### src/rtl/ptype.sv
// Shared types for the ALU and its issue sequencer: ALU operations, flags,
// instruction opcodes and instruction field positions.
package ptype;

  typedef enum logic [2:0] {
    OP_ADD = 3'd0,
    OP_SUB = 3'd1,
    OP_GTE = 3'd2,
    OP_LT  = 3'd3,
    OP_NOT = 3'd4
  } operation_t;

  typedef struct packed {
    logic carry;
    logic zero;
  } flags_t;

  typedef enum logic [2:0] {
    OPC_NOP = 3'd0,
    OPC_ADD = 3'd1,
    OPC_SUB = 3'd2,
    OPC_GTE = 3'd3,
    OPC_LT  = 3'd4,
    OPC_NOT = 3'd5,
    OPC_LDI = 3'd6,
    OPC_ILL = 3'd7
  } opcode_t;

  localparam int OPC_MSB = 15;
  localparam int OPC_LSB = 13;
  localparam int RD_MSB  = 12;
  localparam int RD_LSB  = 10;
  localparam int RS1_MSB = 9;
  localparam int RS1_LSB = 7;
  localparam int RS2_MSB = 6;
  localparam int RS2_LSB = 4;
  localparam int IMM_MSB = 9;
  localparam int IMM_W   = IMM_MSB + 1;

  function automatic operation_t opc_to_op(input opcode_t opc);
    case (opc)
      OPC_SUB: return OP_SUB;
      OPC_GTE: return OP_GTE;
      OPC_LT:  return OP_LT;
      OPC_NOT: return OP_NOT;
      default: return OP_ADD;
    endcase
  endfunction

endpackage

### src/rtl/alu_regfile.sv
// 8x16 architectural register file: r0 hardwired to zero, three
// asynchronous read ports and one synchronous write port.
module alu_regfile #(
  parameter int NREGS = 8,
  parameter int W     = 16
) (
  input  logic         clk,
  input  logic         rst,
  input  logic [2:0]   rs1_addr,
  input  logic [2:0]   rs2_addr,
  input  logic [2:0]   dbg_addr,
  output logic [W-1:0] rs1_data,
  output logic [W-1:0] rs2_data,
  output logic [W-1:0] dbg_data,
  input  logic         we,
  input  logic [2:0]   wr_addr,
  input  logic [W-1:0] wr_data
);

  logic [NREGS-1:0][W-1:0] rf;

  // No storage exists for r0, so writes to it fall away naturally.
  assign rf[0] = '0;

  generate
    for (genvar gi = 1; gi < NREGS; gi++) begin : g_reg
      logic [W-1:0] q_reg;
      always_ff @(posedge clk or posedge rst) begin
        if (rst) begin
          q_reg <= '0;
        end else if (we && (wr_addr == 3'(gi))) begin
          q_reg <= wr_data;
        end
      end
      assign rf[gi] = q_reg;
    end
  endgenerate

  assign rs1_data = rf[rs1_addr];
  assign rs2_data = rf[rs2_addr];
  assign dbg_data = rf[dbg_addr];

endmodule

### src/rtl/alu_issue.sv
// Single-issue sequencer in front of the 16-bit ALU: accept, decode, read
// operands, drive the ALU for one cycle, then write back result and carry.
module alu_issue
  import ptype::*;
#(
  parameter int NREGS = 8,
  parameter int W     = 16
) (
  input  logic         clk,
  input  logic         rst,
  input  logic         instr_valid,
  output logic         instr_ready,
  input  logic [15:0]  instr,
  output logic         alu_en,
  output operation_t   alu_op,
  output logic [W-1:0] alu_op1,
  output logic [W-1:0] alu_op2,
  input  logic [W-1:0] alu_result,
  input  flags_t       alu_fls,
  output logic         carry_flag,
  output logic         illegal,
  input  logic [2:0]   dbg_addr,
  output logic [W-1:0] dbg_data
);

  typedef enum logic [1:0] {S_IDLE, S_EXEC, S_WB} state_t;

  state_t       state_reg;
  opcode_t      opc_reg;
  logic [2:0]   rd_reg;
  logic [W-1:0] res_q;
  logic         cy_q;

  opcode_t      opc;
  logic [W-1:0] rs1_data;
  logic [W-1:0] rs2_data;
  logic [W-1:0] wb_data;
  logic         unused_flags;

  assign opc          = opcode_t'(instr[OPC_MSB:OPC_LSB]);
  assign instr_ready  = (state_reg == S_IDLE);
  assign unused_flags = alu_fls.zero;

  // Compares turn the ALU borrow into a boolean; everything else writes res_q.
  always_comb begin
    wb_data = res_q;
    case (opc_reg)
      OPC_GTE: wb_data = {{(W-1){1'b0}}, ~cy_q};
      OPC_LT:  wb_data = {{(W-1){1'b0}}, cy_q};
      default: wb_data = res_q;
    endcase
  end

  alu_regfile #(.NREGS(NREGS), .W(W)) u_regfile (
    .clk      (clk),
    .rst      (rst),
    .rs1_addr (instr[RS1_MSB:RS1_LSB]),
    .rs2_addr (instr[RS2_MSB:RS2_LSB]),
    .dbg_addr (dbg_addr),
    .rs1_data (rs1_data),
    .rs2_data (rs2_data),
    .dbg_data (dbg_data),
    .we       (state_reg == S_WB),
    .wr_addr  (rd_reg),
    .wr_data  (wb_data)
  );

  always_ff @(posedge clk or posedge rst) begin
    if (rst) begin
      state_reg  <= S_IDLE;
      opc_reg    <= OPC_NOP;
      rd_reg     <= '0;
      res_q      <= '0;
      cy_q       <= 1'b0;
      alu_en     <= 1'b0;
      alu_op     <= OP_ADD;
      alu_op1    <= '0;
      alu_op2    <= '0;
      carry_flag <= 1'b0;
      illegal    <= 1'b0;
    end else begin
      case (state_reg)
        S_IDLE: begin
          if (instr_valid) begin
            case (opc)
              OPC_NOP: ;
              OPC_ILL: illegal <= 1'b1;
              OPC_LDI: begin
                opc_reg   <= opc;
                rd_reg    <= instr[RD_MSB:RD_LSB];
                res_q     <= {{(W-IMM_W){1'b0}}, instr[IMM_MSB:0]};
                state_reg <= S_WB;
              end
              default: begin
                opc_reg   <= opc;
                rd_reg    <= instr[RD_MSB:RD_LSB];
                alu_op    <= opc_to_op(opc);
                alu_op1   <= rs1_data;
                alu_op2   <= rs2_data;
                alu_en    <= 1'b1;
                state_reg <= S_EXEC;
              end
            endcase
          end
        end
        S_EXEC: begin
          res_q     <= alu_result;
          cy_q      <= alu_fls.carry;
          alu_en    <= 1'b0;
          state_reg <= S_WB;
        end
        S_WB: begin
          if (opc_reg inside {OPC_ADD, OPC_SUB, OPC_GTE, OPC_LT}) begin
            carry_flag <= cy_q;
          end
          state_reg <= S_IDLE;
        end
        default: state_reg <= S_IDLE;
      endcase
    end
  end

endmodule

### config.mk
export PLATFORM = sky130hd
export DESIGN_NAME = alu_issue
export DESIGN_NICKNAME = d
export VERILOG_FILES = /design/src/rtl/ptype.sv /design/src/rtl/alu_regfile.sv /design/src/rtl/alu_issue.sv
export SDC_FILE = /design/constraint.sdc
export NUM_CORES = 1
export LEC_CHECK = 0
export BUFFER_PORTS_ARGS = -buffer_cell sky130_fd_sc_hd__buf_4
export CAP_MARGIN = 0
export CORE_MARGIN = 8
export CORE_UTILIZATION = 65
export CTS_CLUSTER_DIAMETER = 150
export CTS_CLUSTER_SIZE = 10
export DETAILED_ROUTE_END_ITERATION = 7
export PLACE_DENSITY = 0.86
export RECOVER_POWER = 50
export SYNTH_ARGS = -nofsm -noshare
export SYNTH_HDL_FRONTEND = slang
export SYNTH_SLANG_ARGS = --single-unit
### constraint.sdc
create_clock -name clk -period 10.29 [get_ports clk]
set_clock_uncertainty 0.1 [all_clocks]
set_input_delay 0.5145 -clock clk [delete_from_list [all_inputs] [get_ports clk]]
set_output_delay 0.5145 -clock clk [all_outputs]
set_load 0.005 [all_outputs]
-- Yosys cells after proc, flatten, opt, wreduce, memory -nomap -nowiden
Cells that the tools add are included.
- reductions and logical operators: 20
- mux-type cells: 17
- bitwise operators: 3
- magnitude comparators: 3
- eq/ne operators: 23
- operator list (kind ; count):
    $bmux 16 s3 ; 3
    $mux 16 ; 5
    $pmux 16 s2 ; 2
    $eq 3x3->1 const B ; 9
    $eq 3x2->1 const B ; 6
    $reduce_and 3->1 ; 5
    $lt 3x4->1 const B ; 3
    $pmux 3 s4 ; 1
    $pmux 2 s2 ; 2
    $logic_and 1x1->1 ; 7
    $eq 3x1->1 const B ; 2
    $ne 2x2->1 const B ; 3
    $reduce_and 2->1 ; 2
    $reduce_bool 4->1 ; 1
    $logic_not 3->1 ; 1
    $not 1->1 ; 3
    $reduce_or 3->1 ; 1
    $eq 2x1->1 const B ; 1
    $eq 2x2->1 const B ; 1
    $logic_not 2->1 ; 1
    $mux 1 ; 2
    $mux 2 ; 1
    $ne 2x1->1 const B ; 1
    $pmux 1 s2 ; 1
    2 further kinds ; 2
- bits of input ports: 40
- word-level logic and storage cells: 84
- bits in registers: 175
- output and inout port bits: 55

-- Logic depth before layout (Yosys ltp)
Gate-level depths: netlist of the first run.
- depth in word-level cells: 5
- depth in mapped cells: 7
- mapped depth without buffers: 4

-- Modules after synthesis
From an unflattened synthesis of the first run, not the netlist that was laid out.
- cell total of the unflattened synthesis: 786
- area, all modules: 9933.3 µm²
- by module, submodules not included (module ; cells each ; times used ; sequential area each (µm²) ; area an instance (µm²)):
    alu_regfile ; 543 ; 1 ; 2802.7 ; 7089.3
    alu_issue ; 243 ; 1 ; 1576.5 ; 2844.0

-- Worst setup path after synthesis of the first run
No wires, ideal clock.
- path type: input-to-output
- start point: input port dbg_addr[0]
- end point: output port dbg_data[10]
- stages: 5
- path buffers: 2
- data required time: 9.675 ns
- arrival: 1.746 ns
- setup slack: 7.929 ns
- cell sequence: clkbuf_1 buf_2 mux4_2 inv_1 a21oi_1
- word-level cells in the longest chain between the ends: 2
- RTL lines (element ; RTL line ; text):
    start: declaration ; alu_issue.sv:22 ; input logic [2:0] dbg_addr,
    $bmux 16 s3 ; alu_regfile.sv:41 ; assign dbg_data = rf[dbg_addr];
    $mux 16 (not written as such) ; alu_regfile.sv:41 ;
    end: declaration ; alu_issue.sv:23 ; output logic [W-1:0] dbg_data
No other way between the ends. The select of a mux whose other input is x is not followed.

==> results of run 1 <==
worst max-delay path: stages:
cell        delay, ns
clkbuf_4         0.11
clkinvlp_2       2.06
buf_4            1.12
synthesized netlist by cell type, drive strengths merged, types with 7 or more instances:
| cell type | n | share of area, % |
|---|---|---|
| mux4 | 46 | 11 |
| nand3 | 11 | 0.57 |
| inv | 28 | 1.1 |
| buf | 26 | 1.6 |
| or2 | 7 | 0.45 |
| nand2 | 9 | 0.35 |
| nor2b | 33 | 2.1 |
| nor2 | 7 | 0.27 |
| clkbuf | 62 | 2.4 |
| o31ai | 74 | 5.7 |
| a21oi | 24 | 1.2 |
| a221oi | 42 | 3.8 |
| mux2 | 103 | 12 |
| mux2i | 10 | 1.0 |
| o21ai | 127 | 6.6 |
| dfrtp | 175 | 45 |
final cells by class:
class                      instances  area (sq um)
clock buffer                      22         464.2
clock inverter                     7         112.6
fill                             921          3745
inverter                          28         106.4
multi-input combinational        557          4831
sequential                       175          4379
tap                              184         230.2
timing repair buffer             100         720.7
per-layer routing:
layer	up-vias	GRT usage, %	share of wire [%]
met5	-	0	0.064
met4	2	17.28	5.0
met3	140	7.911	11
met2	617	45.70	47
met1	4004	35.61	37
li1	3328	-	-
cells by family (layout without fill, tap and decap cells):
logic type,after synthesis,in the layout
buf+inv,116,157
flops,175,175
compound gates,301,301
mux,159,159
simple gates,97,97
per-stage QoR:
stage	cell area (sq um)	utilization, %	setup slack (ns)
floorplan	9703	-	4.930
global placement	10310	70.64	7.293
detailed placement	10310	70.64	7.208
CTS	10880	74.60	7.195
global route	10840	74.33	5.949
finish	10840	74.33	6.577
power groups by stage:
stage	registers, mW	clock network, mW	logic [mW]
2_1_floorplan	1.11	0	0.632
3_3_place_gp	1.15	0	0.850
3_5_place_dp	1.19	0	0.903
4_1_cts	1.19	0.650	0.917
5_1_grt	1.23	0.678	0.990
6_report	1.21	0.649	0.914
final timing paths:
path	from	end	slack, ns
worst max-delay path	rst	u_regfile.g_reg[6].q_reg[1]$_DFFE_PP0P_	6.58
worst min-delay path	alu_fls[1]	cy_q$_DFFE_PP0P_	0.17
worst max register to register	state_reg[0]$_DFFE_PP0P_	u_regfile.g_reg[3].q_reg[13]$_DFFE_PP0P_	6.85
worst min register to register	illegal$_DFFE_PP0P_	illegal$_DFFE_PP0P_	0.37
max in group clk	state_reg[0]$_DFFE_PP0P_	u_regfile.g_reg[3].q_reg[13]$_DFFE_PP0P_	6.85
min in group asynchronous	rst	u_regfile.g_reg[6].q_reg[2]$_DFFE_PP0P_	1.08
cells in the final DEF, fill, tap and decap left out, types with 3 or more instances in the layout:
| master | netlist | layout |
|---|---|---|
| clkinv_2 | 0 | 3 |
| a221oi_1 | 42 | 42 |
| buf_4 | 4 | 58 |
| nand3b_1 | 3 | 3 |
| inv_1 | 28 | 27 |
| dfrtp_1 | 175 | 175 |
| mux4_2 | 46 | 46 |
| a22o_1 | 6 | 6 |
| bufinv_16 | 0 | 3 |
| nand2b_1 | 5 | 5 |
| nand3_1 | 11 | 11 |
| and3_1 | 6 | 6 |
| mux2_2 | 103 | 102 |
| nor2b_1 | 33 | 33 |
| a21oi_1 | 24 | 24 |
| clkbuf_16 | 0 | 17 |
| or2_2 | 6 | 6 |
| nand2_1 | 9 | 9 |
| clkbuf_4 | 0 | 34 |
| nor2_1 | 7 | 7 |
| or3_1 | 3 | 3 |
| clkbuf_1 | 62 | 11 |
| a31oi_1 | 6 | 6 |
| mux2i_1 | 10 | 10 |
| o32ai_1 | 6 | 6 |
| o31ai_1 | 74 | 74 |
| o21ai_0 | 125 | 125 |
==> impl_results.md, run 1 <==
- Psw: between 0.9 and 1 mW
- Fraction of registers with async set/reset: 100.0%
- Fmax: about 270 MHz
- Simple-gate area share of the yosys netlist: ~5.9%
- Wire per inst: about 26 microns
- Die area: 19090 sq um
- Total power: about 2.8 mW
- Peak VDD IR: ~0.13 mV
- Critical path arrival: a little under 4 ns
- Chip Width: 138.2 microns
- # H-tree levels: 4
- Comb power frac: 33.0%
- Max-cap viol count: 3
- Via count: 8091
- # DRC: 0
- RSZ-0062 raised after global routing: false
- Vias per Instance: approximately 7.5
- Initial DRC count: 958
- PortBufs: between 90 and 100
- DP HPWL: around 18 mm
- Layout Nets: ~920
- Post-CTS Setup Inserts: 0
- Worst-Skew Late Latency: 0.43 ns
- Clock power frac: between 20% and 30%
- Number of synthesized flops with an enable pin: 0
- Die H: 138.2 microns
- WHS: roughly 0.17 ns
- Setup-failing EPs final: 0
- Crit Path Class: in2async
- Minimum clock period: 3.713 ns
- Setup TNS: 0 ns
- Mapped Area: about 9700 sq um
- Largest family of logic cells by synthesized area: multiplexers
- Overflow after GRT: 0
- Share of layout cells above drive strength 1: a little under a third
- Clock Sinks: 175
- Worst-margin pin slew: around 3.7 ns
- Slew Limit Headroom: -148.9%
- Diodes inserted: 0
- Hold Crit Class: in2reg
- Outcome: complete, but fails checks
- Int Pwr: approximately 1.8 mW
- Seq/Total Area, Yosys: between 40% and 50%
- Seq cells post-synth: around 180
- Reg2Reg Depth: 4
- Core region area: between 10000 and 15000 sq um
- Placed Cells: 1044
- Hold buffers post-CTS: 0
- Clock buffer depth: 2
- Largest net degree at the start of global routing: 93
- Routed wire length: between 20 and 30 mm
- Hold Vio Cnt, Final: 0
- Switching share of power: between 30% and 40%
- Distinct cells, synth: 50
- DRT Pass-1 Iters: 6
- Antenna violations before repair: 1
- Worst hold stages: 3
- CTS buffer count: 17
- Row Count: 44
- Fin crit share: 36.08%
- CP Max Fanout: 92
- Max reg flops: between 100 and 150
- Startpoint types: input port
- Max Transition Viols Final: about 160
- Routability Congestion: approximately 0.89
- I/O Pins: between 90 and 100
- Pwr Density: ~260 nW/um^2
- WP data required: 10.55 ns
- Post-Syn Area per Cell: 11.44 sq um
- Static leakage: approximately 4.6 nW
- Clock-pin slew on the worst setup and hold paths: around 0.06 ns
- Root Buffer: clkbuf_16
- Ys flop type: dfrtp_1
- Fin cells: approximately 1100
- Post-Syn Instances: 848
- CTS tree: yes
- CP endpoint kind: asynchronous set/reset pin
- Vias in the first global route: around 8200
- Post-synthesis xor/xnor area fraction: 0%
- Adder-cell share of the synthesized area: 0%
- Gr usage total: 29.16%
- Post_cts resized: 0
- Initial core utilization: between 60% and 70%
- Sequential power share: roughly 44%
- Compound-gate portion of the synthesized area: between 20 and 25%
- Ys Warns: 0
- Post-synthesis mux area share: between 20% and 30%
- Post-route ant nets: 0
- Mapped Nets: between 800 and 900
- Violated checks: max-capacitance violations, max-slew violations
- Area Growth Syn to Fin: 11.76%
- First-pass GRT wire length: ~45 mm
Note: power is estimated with default switching activity, not from simulation.
==> run 2: changes to the inputs <==
--- a/config.mk
+++ b/config.mk
@@ -8,11 +8,11 @@
 export BUFFER_PORTS_ARGS = -buffer_cell sky130_fd_sc_hd__buf_4
 export CAP_MARGIN = 0
 export CORE_MARGIN = 8
-export CORE_UTILIZATION = 65
+export CORE_UTILIZATION = 54
 export CTS_CLUSTER_DIAMETER = 150
 export CTS_CLUSTER_SIZE = 10
 export DETAILED_ROUTE_END_ITERATION = 7
-export PLACE_DENSITY = 0.86
+export PLACE_DENSITY = 0.77
 export RECOVER_POWER = 50
 export SYNTH_ARGS = -nofsm -noshare
 export SYNTH_HDL_FRONTEND = slang
==> constraint.sdc (replaced) <==
create_clock -name clk -period 3.06 [get_ports clk]
set_clock_uncertainty 0.1 [all_clocks]
set_input_delay 0.153 -clock clk [delete_from_list [all_inputs] [get_ports clk]]
set_output_delay 0.153 -clock clk [all_outputs]
set_load 0.005 [all_outputs]
==> run 2 against run 1 <==
The flow still finishes with violations (max-capacitance violations, max-slew violations). Critical path depth unchanged. Via count decreased by 5.0%. Sequential power grew to 3.3 times the previous value. Die area up 18%. Register-to-register slack got worse by 6.2 ns. Hold slack better by 0.039 ns. Non-clock buffer count is 38 higher. Critical path type is now reg2reg. Largest cell class unchanged. Highest routed layer is now met4.
==> impl_results.md, run 2 (synthesis results as in run 1) <==
- Outcome: complete, but fails checks (unchanged)
- Violated checks: max-capacitance violations, max-slew violations (unchanged)
- Max reg flops: 112 (unchanged)
- Via count: 7686 (was 8091)
- Core region area: 17780 sq um (was 14590 sq um)
- DP HPWL: 18.28 mm (was 17.54 mm)
- Largest net degree at the start of global routing: 60 (was 93)
- Pwr Density: 828.1 nW/um^2 (was 255.3 nW/um^2)
- Fillers: 1400 (was 921)
- Final Util: 63.62% (was 74.33%)
- Area Growth Syn to Fin: 16.57% (was 11.76%)
- CTS buffer count: 17 (unchanged)
- Critical path arrival: 2.63 ns (was 3.98 ns)
- Max-cap viol count: 1 (was 3)
- Vias per Instance: 6.632 (was 7.541)
- Die area: 22510 sq um (was 19090 sq um)
- Hold Crit Class: in2reg (unchanged)
- Worst-Skew Late Latency: 0.43 ns (about the same)
- Antenna violations before repair: 0 (was 1)
- CP max stage cell: or2_1 (was clkinvlp_2)
- Clock buffer depth: 2 (unchanged)
- Startpoint types: flip-flop (was input port)
- Setup TNS: 0 ns (unchanged)
- Crit Path Class: reg2reg (was in2async)
- Dpl cell area: 10460 sq um (was 10310 sq um)
- Vias in the first global route: 7540 (was 8249)
- Share of layout cells above drive strength 1: 32.04% (was 31.27%)
- Row Count: 49 (was 44)
- Fmax: just over 400 MHz
- Minimum clock period: ~2.4 ns
- Static leakage: 4.810 nW (was 4.636 nW)
- Post-route ant nets: 0 (unchanged)
- Reg2Reg Depth: 3 (was 4)
- Initial core utilization: 54.57% (was 66.51%)
- Initial DRC count: 931 (was 958)
- Chip Width: 150.0 microns (was 138.2 microns)
- Worst hold stages: 3 (unchanged)
- CP Max Fanout: 17 (was 92)
- Post-CTS Setup Inserts: 0 (unchanged)
- Setup-failing EPs final: 0 (unchanged)
- PortBufs: 93 (unchanged)
- Fin crit share: between 70% and 80%
- Clock-pin slew on the worst setup and hold paths: 0.07 ns (was 0.06 ns)
- Commonest non-fill, non-tap cell in the layout: dfrtp_1 (unchanged)
- Worst path cell trace: or3b_1 > or2_1 > mux2_2 (was clkbuf_4 > clkinvlp_2 > buf_4)
- RSZ-0062 raised after global routing: false (unchanged)
- CP endpoint kind: flip-flop (was asynchronous set/reset pin)
- Slew Limit Headroom: -5.125% (was -148.9%)
- First-pass GRT wire length: 42.73 mm (was 44.83 mm)
- DRT Pass-1 Iters: 5 (was 6)
- Root Buffer: clkbuf_16 (unchanged)
- # DRC: 0 (unchanged)
- Layout Nets: 957 (was 919)
- Crit path largest cell delay: 0.66 ns (was 2.06 ns)
- # H-tree levels: 4 (unchanged)
- Clock Sinks: 175 (unchanged)
- Peak VDD IR: 0.4915 mV (was 0.1323 mV)
- Most frequent cells in the layout: dfrtp_1, o21ai_0, mux2_2, o31ai_1, buf_4 (unchanged)
- Max Transition Viols Final: 31 (was 164)
- Gr usage total: 24.45% (was 29.16%)
- Diodes inserted: 0 (unchanged)
- Routed wire length: 26.92 mm (was 28.27 mm)
- Hold Vio Cnt, Final: 0 (unchanged)
- Overflow after GRT: 0 (unchanged)
- I/O Pins: 95 (unchanged)
- WP data required: 3.28 ns (was 10.55 ns)
- Design area: 11310 sq um (was 10840 sq um)
- Storage element area: 4379 sq um (unchanged)
- Worst-margin pin slew: 1.568 ns (was 3.713 ns)
- Routability Congestion: 0.8543 (was 0.8898)
- Multi-input gate area: 4836 sq um (was 4831 sq um)
- Wire per inst: 23.22 microns (was 26.35 microns)
- Die H: 150.0 microns (was 138.2 microns)
- CTS tree: yes (unchanged)
run 2: changes by cell type in the layout (fill, tap and decap cells not counted), sizes merged:
cell         delta
inv             +1
clkinvlp        +5
clkinv          +1
dlygate4sd3    +28
clkbuf          -6
buf            +12
run 2: final timing paths:
| check | start | endpoint | slack [ns] |
|---|---|---|---|
| max in group asynchronous | rst | alu_op2[9]$_DFFE_PP0P_ | 0.90 |
| worst max-delay path | state_reg[1]$_DFFE_PP0P_ | u_regfile.g_reg[6].q_reg[14]$_DFFE_PP0P_ | 0.64 |
| worst min-delay path | instr[6] | alu_op2[15]$_DFFE_PP0P_ | 0.21 |
| worst max register to register | state_reg[1]$_DFFE_PP0P_ | u_regfile.g_reg[6].q_reg[14]$_DFFE_PP0P_ | 0.64 |
| worst min register to register | illegal$_DFFE_PP0P_ | illegal$_DFFE_PP0P_ | 0.37 |
| min in group asynchronous | rst | u_regfile.g_reg[7].q_reg[5]$_DFFE_PP0P_ | 0.56 |
run 2: where the power goes:
| group | leakage [nW] | switching (mW) | total [mW] | internal [mW] |
|---|---|---|---|---|
| Clock | 0.274 | 0.925 | 2.21 | 1.28 |
| Sequential | 2.24 | 0.820 | 4.00 | 3.18 |
| Combinational | 2.29 | 1.52 | 3.15 | 1.63 |
| Total | 4.81 | 3.27 | 9.37 | 6.10 |
run 2: layout make-up:
cell class,instances,share of cell area [%]
Clock inverter,14,1.482
Timing Repair Buffer,138,9.779
Clock buffer,18,3.794
Inverter,28,0.9403
Tap cell,229,2.533
Multi-Input combinational cell,557,42.75
Sequential cell,175,38.72
run 2: metal layers:
layer	global-route usage, %	vias up	wire [microns]	part of all wire [%]
met5	0	-	0	0
met4	8.496	0	563	2.1
met3	4.596	42	2283	8.5
met2	36.98	391	12410	46
met1	34.68	3847	11660	43
li1	-	3406	-	-
run 2: worst max-delay path: cells and delay by family (launching register included):
family           cells  cell delay, ns
flip-flops           1            0.48
multiplexers         1            0.42
AND/OR/NAND/NOR      2            1.29
run 2: through the flow:
step	cells	hold WS (ns)	setup WS (ns)	total power, mW
floorplan	848	0.1584	0.5683	5.876
global placement	1099	0.2273	0.7015	6.950
detailed placement	1099	0.2296	0.7102	7.111
CTS	1159	0.2050	0.6377	9.359
global route	1159	0.2314	0.5783	9.872
finish	1159	0.2128	0.6431	9.367
run 2: what timing repair did:
item / in CTS / in global routing
gates resized for setup: 0 / 0
hold buffers: 28 / 0
hold endpoints to repair: 56 / 0
setup endpoints to repair: 0 / 0
==> run 3: changes to the inputs <==
==> constraint.sdc (replaced) <==
create_clock -name clk -period 2.1 [get_ports clk]
set_clock_uncertainty 0.1 [all_clocks]
set_input_delay 0.105 -clock clk [delete_from_list [all_inputs] [get_ports clk]]
set_output_delay 0.105 -clock clk [all_outputs]
set_load 0.005 [all_outputs]
==> run 3 against run 2 <==
The run now ends clean. Setup slack worse by 0.53 ns. Cell count up 2.5%. Clock-buffer cell count up 6. Hold slack worse by 0.046 ns. Largest power group unchanged.
==> impl_results.md, run 3 (synthesis results as in run 1) <==
- Fin crit share: 94.48% (was 78.98%)
- # DRC: 0 (unchanged)
- CP endpoint kind: flip-flop (unchanged)
- Fillers: 1341 (was 1400)
- Minimum clock period: 1.984 ns (was 2.417 ns)
- First-pass GRT wire length: 44.55 mm (was 42.73 mm)
- Max-cap viol count: 0 (was 1)
- Placed Cells: 1128 (was 1099)
- Worst setup path start: state_reg[1]$_DFFE_PP0P_ (unchanged)
- Die H: 150.0 microns (unchanged)
- Static leakage: 4.998 nW (was 4.810 nW)
- Multi-input gate area: 4842 sq um (was 4836 sq um)
- Reg-to-reg critical path endpoint: u_regfile.g_reg[6].q_reg[9]$_DFFE_PP0P_ (was u_regfile.g_reg[6].q_reg[14]$_DFFE_PP0P_)
- Outcome: finished clean (was complete, but fails checks)
- Crit Path Class: reg2reg (unchanged)
- Worst-margin pin slew: 0.8806 ns (was 1.568 ns)
- Post-route ant nets: 0 (unchanged)
- Via count: 7997 (was 7686)
- Storage element area: 4379 sq um (unchanged)
- Critical path arrival: 2.23 ns (was 2.63 ns)
- Final worst slack: 0.1159 ns (was 0.6431 ns)
- Root Buffer: clkbuf_16 (unchanged)
- Vias in the first global route: 7991 (was 7540)
- Die area: 22510 sq um (unchanged)
- Initial DRC count: 962 (was 931)
- CTS buffer count: 17 (unchanged)
- Initial core utilization: 54.57% (unchanged)
- PortBufs: 93 (unchanged)
- Slew Limit Headroom: 40.97% (was -5.125%)
- WHS: 0.1667 ns (was 0.2128 ns)
- Max reg flops: 112 (unchanged)
- Worst hold stages: 3 (unchanged)
- Crit path largest cell delay: 0.48 ns (was 0.66 ns)
- WP data required: 2.34 ns (was 3.28 ns)
- RSZ-0062 raised after global routing: false (unchanged)
- Routability Congestion: 0.8525 (was 0.8543)
- Diodes inserted: 0 (unchanged)
- Fin cells: 1188 (was 1159)
- Peak VDD IR: 0.7051 mV (was 0.4915 mV)
- I/O Pins: 95 (unchanged)
- Vias per Instance: 6.731 (was 6.632)
- Largest net degree at the start of global routing: 77 (was 60)
- Share of layout cells above drive strength 1: 34.10% (was 32.04%)
- Routed wire length: 28.08 mm (was 26.92 mm)
- CP max stage cell: dfrtp_1 (was or2_1)
- Setup-failing EPs final: 0 (unchanged)
- Overflow after GRT: 0 (unchanged)
- Chip Width: 150.0 microns (unchanged)
- Placement Setup Slack: 0.1565 ns (was 0.7102 ns)
- Hold Crit Class: in2reg (unchanged)
- Row Count: 49 (unchanged)
- Fmax: 504.0 MHz (was 413.8 MHz)
- Max Transition Viols Final: 0 (was 31)
- Clock buffer depth: 2 (unchanged)
- Reg2reg start: state_reg[1]$_DFFE_PP0P_ (unchanged)
- CP Max Fanout: 9 (was 17)
- Design area: 11590 sq um (was 11310 sq um)
- Commonest non-fill, non-tap cell in the layout: dfrtp_1 (unchanged)
- Setup crit end: u_regfile.g_reg[6].q_reg[9]$_DFFE_PP0P_ (was u_regfile.g_reg[6].q_reg[14]$_DFFE_PP0P_)
- Dpl cell area: 10740 sq um (was 10460 sq um)
- Worst-Skew Late Latency: 0.43 ns (about the same)
- # H-tree levels: 4 (unchanged)
- Core region area: 17780 sq um (unchanged)
- Most frequent cells in the layout: dfrtp_1, o21ai_0, mux2_2, buf_4, o31ai_1 (was dfrtp_1, o21ai_0, mux2_2, o31ai_1, buf_4)
- Clock-pin slew on the worst setup and hold paths: 0.06 ns (was 0.07 ns)
- Gr usage total: 25.84% (was 24.45%)
- Layout Nets: 986 (was 957)
- Worst path cell trace: or3b_1 > or2_1 > buf_4 > o21ai_0 (was or3b_1 > or2_1 > mux2_2)
- Hold Vio Cnt, Final: 0 (unchanged)
- DP HPWL: 19.04 mm (was 18.28 mm)
- R2r setup slk: 0.12 ns (was 0.64 ns)
- DRT Pass-1 Iters: 5 (unchanged)
- Pwr Density: 1193 nW/um^2 (was 828.1 nW/um^2)
- CTS tree: yes (unchanged)
- Reg2Reg Depth: 4 (was 3)
- Area Growth Syn to Fin: 19.46% (was 16.57%)
- Clock Sinks: 175 (unchanged)
- Antenna violations before repair: 1 (was 0)
- Wire per inst: 23.63 microns (was 23.22 microns)
- Startpoint types: flip-flop (unchanged)
[run 3: cell types whose count changed in the layout (fill, tap and decap cells not counted), moves of 3 or more]
cell        before  now
buf_4           68   94
clkbuf_8         0    6
clkinvlp_4       6    0
buf_12           2    5
[run 3: how the worst min path moves through the flow]
stage / end / slack (ns) / from
CTS: res_q[5]$_DFFE_PP0P_ / 0.14 / instr[5]
floorplan: cy_q$_DFFE_PP0P_ / 0.11 / alu_fls[1]
finish: res_q[5]$_DFFE_PP0P_ / 0.17 / instr[5]
global placement: u_regfile.g_reg[7].q_reg[7]$_DFFE_PP0P_ / 0.06 / rst
global route: alu_op2[13]$_DFFE_PP0P_ / 0.19 / instr[6]
detailed placement: u_regfile.g_reg[6].q_reg[6]$_DFFE_PP0P_ / 0.06 / rst
[run 3: final cells by class]
type                       instances  share of cell area (%)
clock inverter                     8                  0.8744
inverter                          28                  0.9175
multi-input combinational        557                   41.77
clock buffer                      24                   4.415
tap                              229                   2.472
sequential                       175                   37.78
timing repair buffer             167                   11.77
[run 3: through the flow]
stage                     total power, mW  util (%)  TNS (ns)
after floorplan                     8.562         -    -60.14
after global placement              10.24     60.42         0
after detailed placement            10.48     60.42         0
after CTS                           13.85     65.44         0
after global routing                14.59     65.19         0
final                               13.83     65.19         0
[run 3: routing by layer]
metal	up-vias	share of wire [%]	GRT usage, %
met2	457	47	39.98
met4	2	2.5	9.995
li1	3470	-	-
met1	4001	41	34.37
met5	-	0.046	0
met3	67	9.6	6.592
[run 3: where the power goes]
| group | switching [mW] | internal (mW) |
|---|---|---|
| Combinational | 2.30 | 2.46 |
| Sequential | 1.17 | 4.64 |
| Clock | 1.32 | 1.95 |
| Total | 4.79 | 9.04 |
[run 3: repair_timing]
| action | in CTS | in global routing |
|---|---|---|
| setup endpoints to repair | 0 | 1 |
| hold endpoints to repair | 88 | 0 |
| setup buffers | 0 | 0 |
| hold buffers | 28 | 0 |
| resized for setup | 0 | 1 |
[run 3: worst max-delay path: cells and delay by family, from the launching register on]
| family | cells | cell delay, ns |
|---|---|---|
| simple gates | 2 | 0.87 |
| compound gates | 1 | 0.19 |
| buf+inv | 1 | 0.24 |
| flops | 1 | 0.48 |
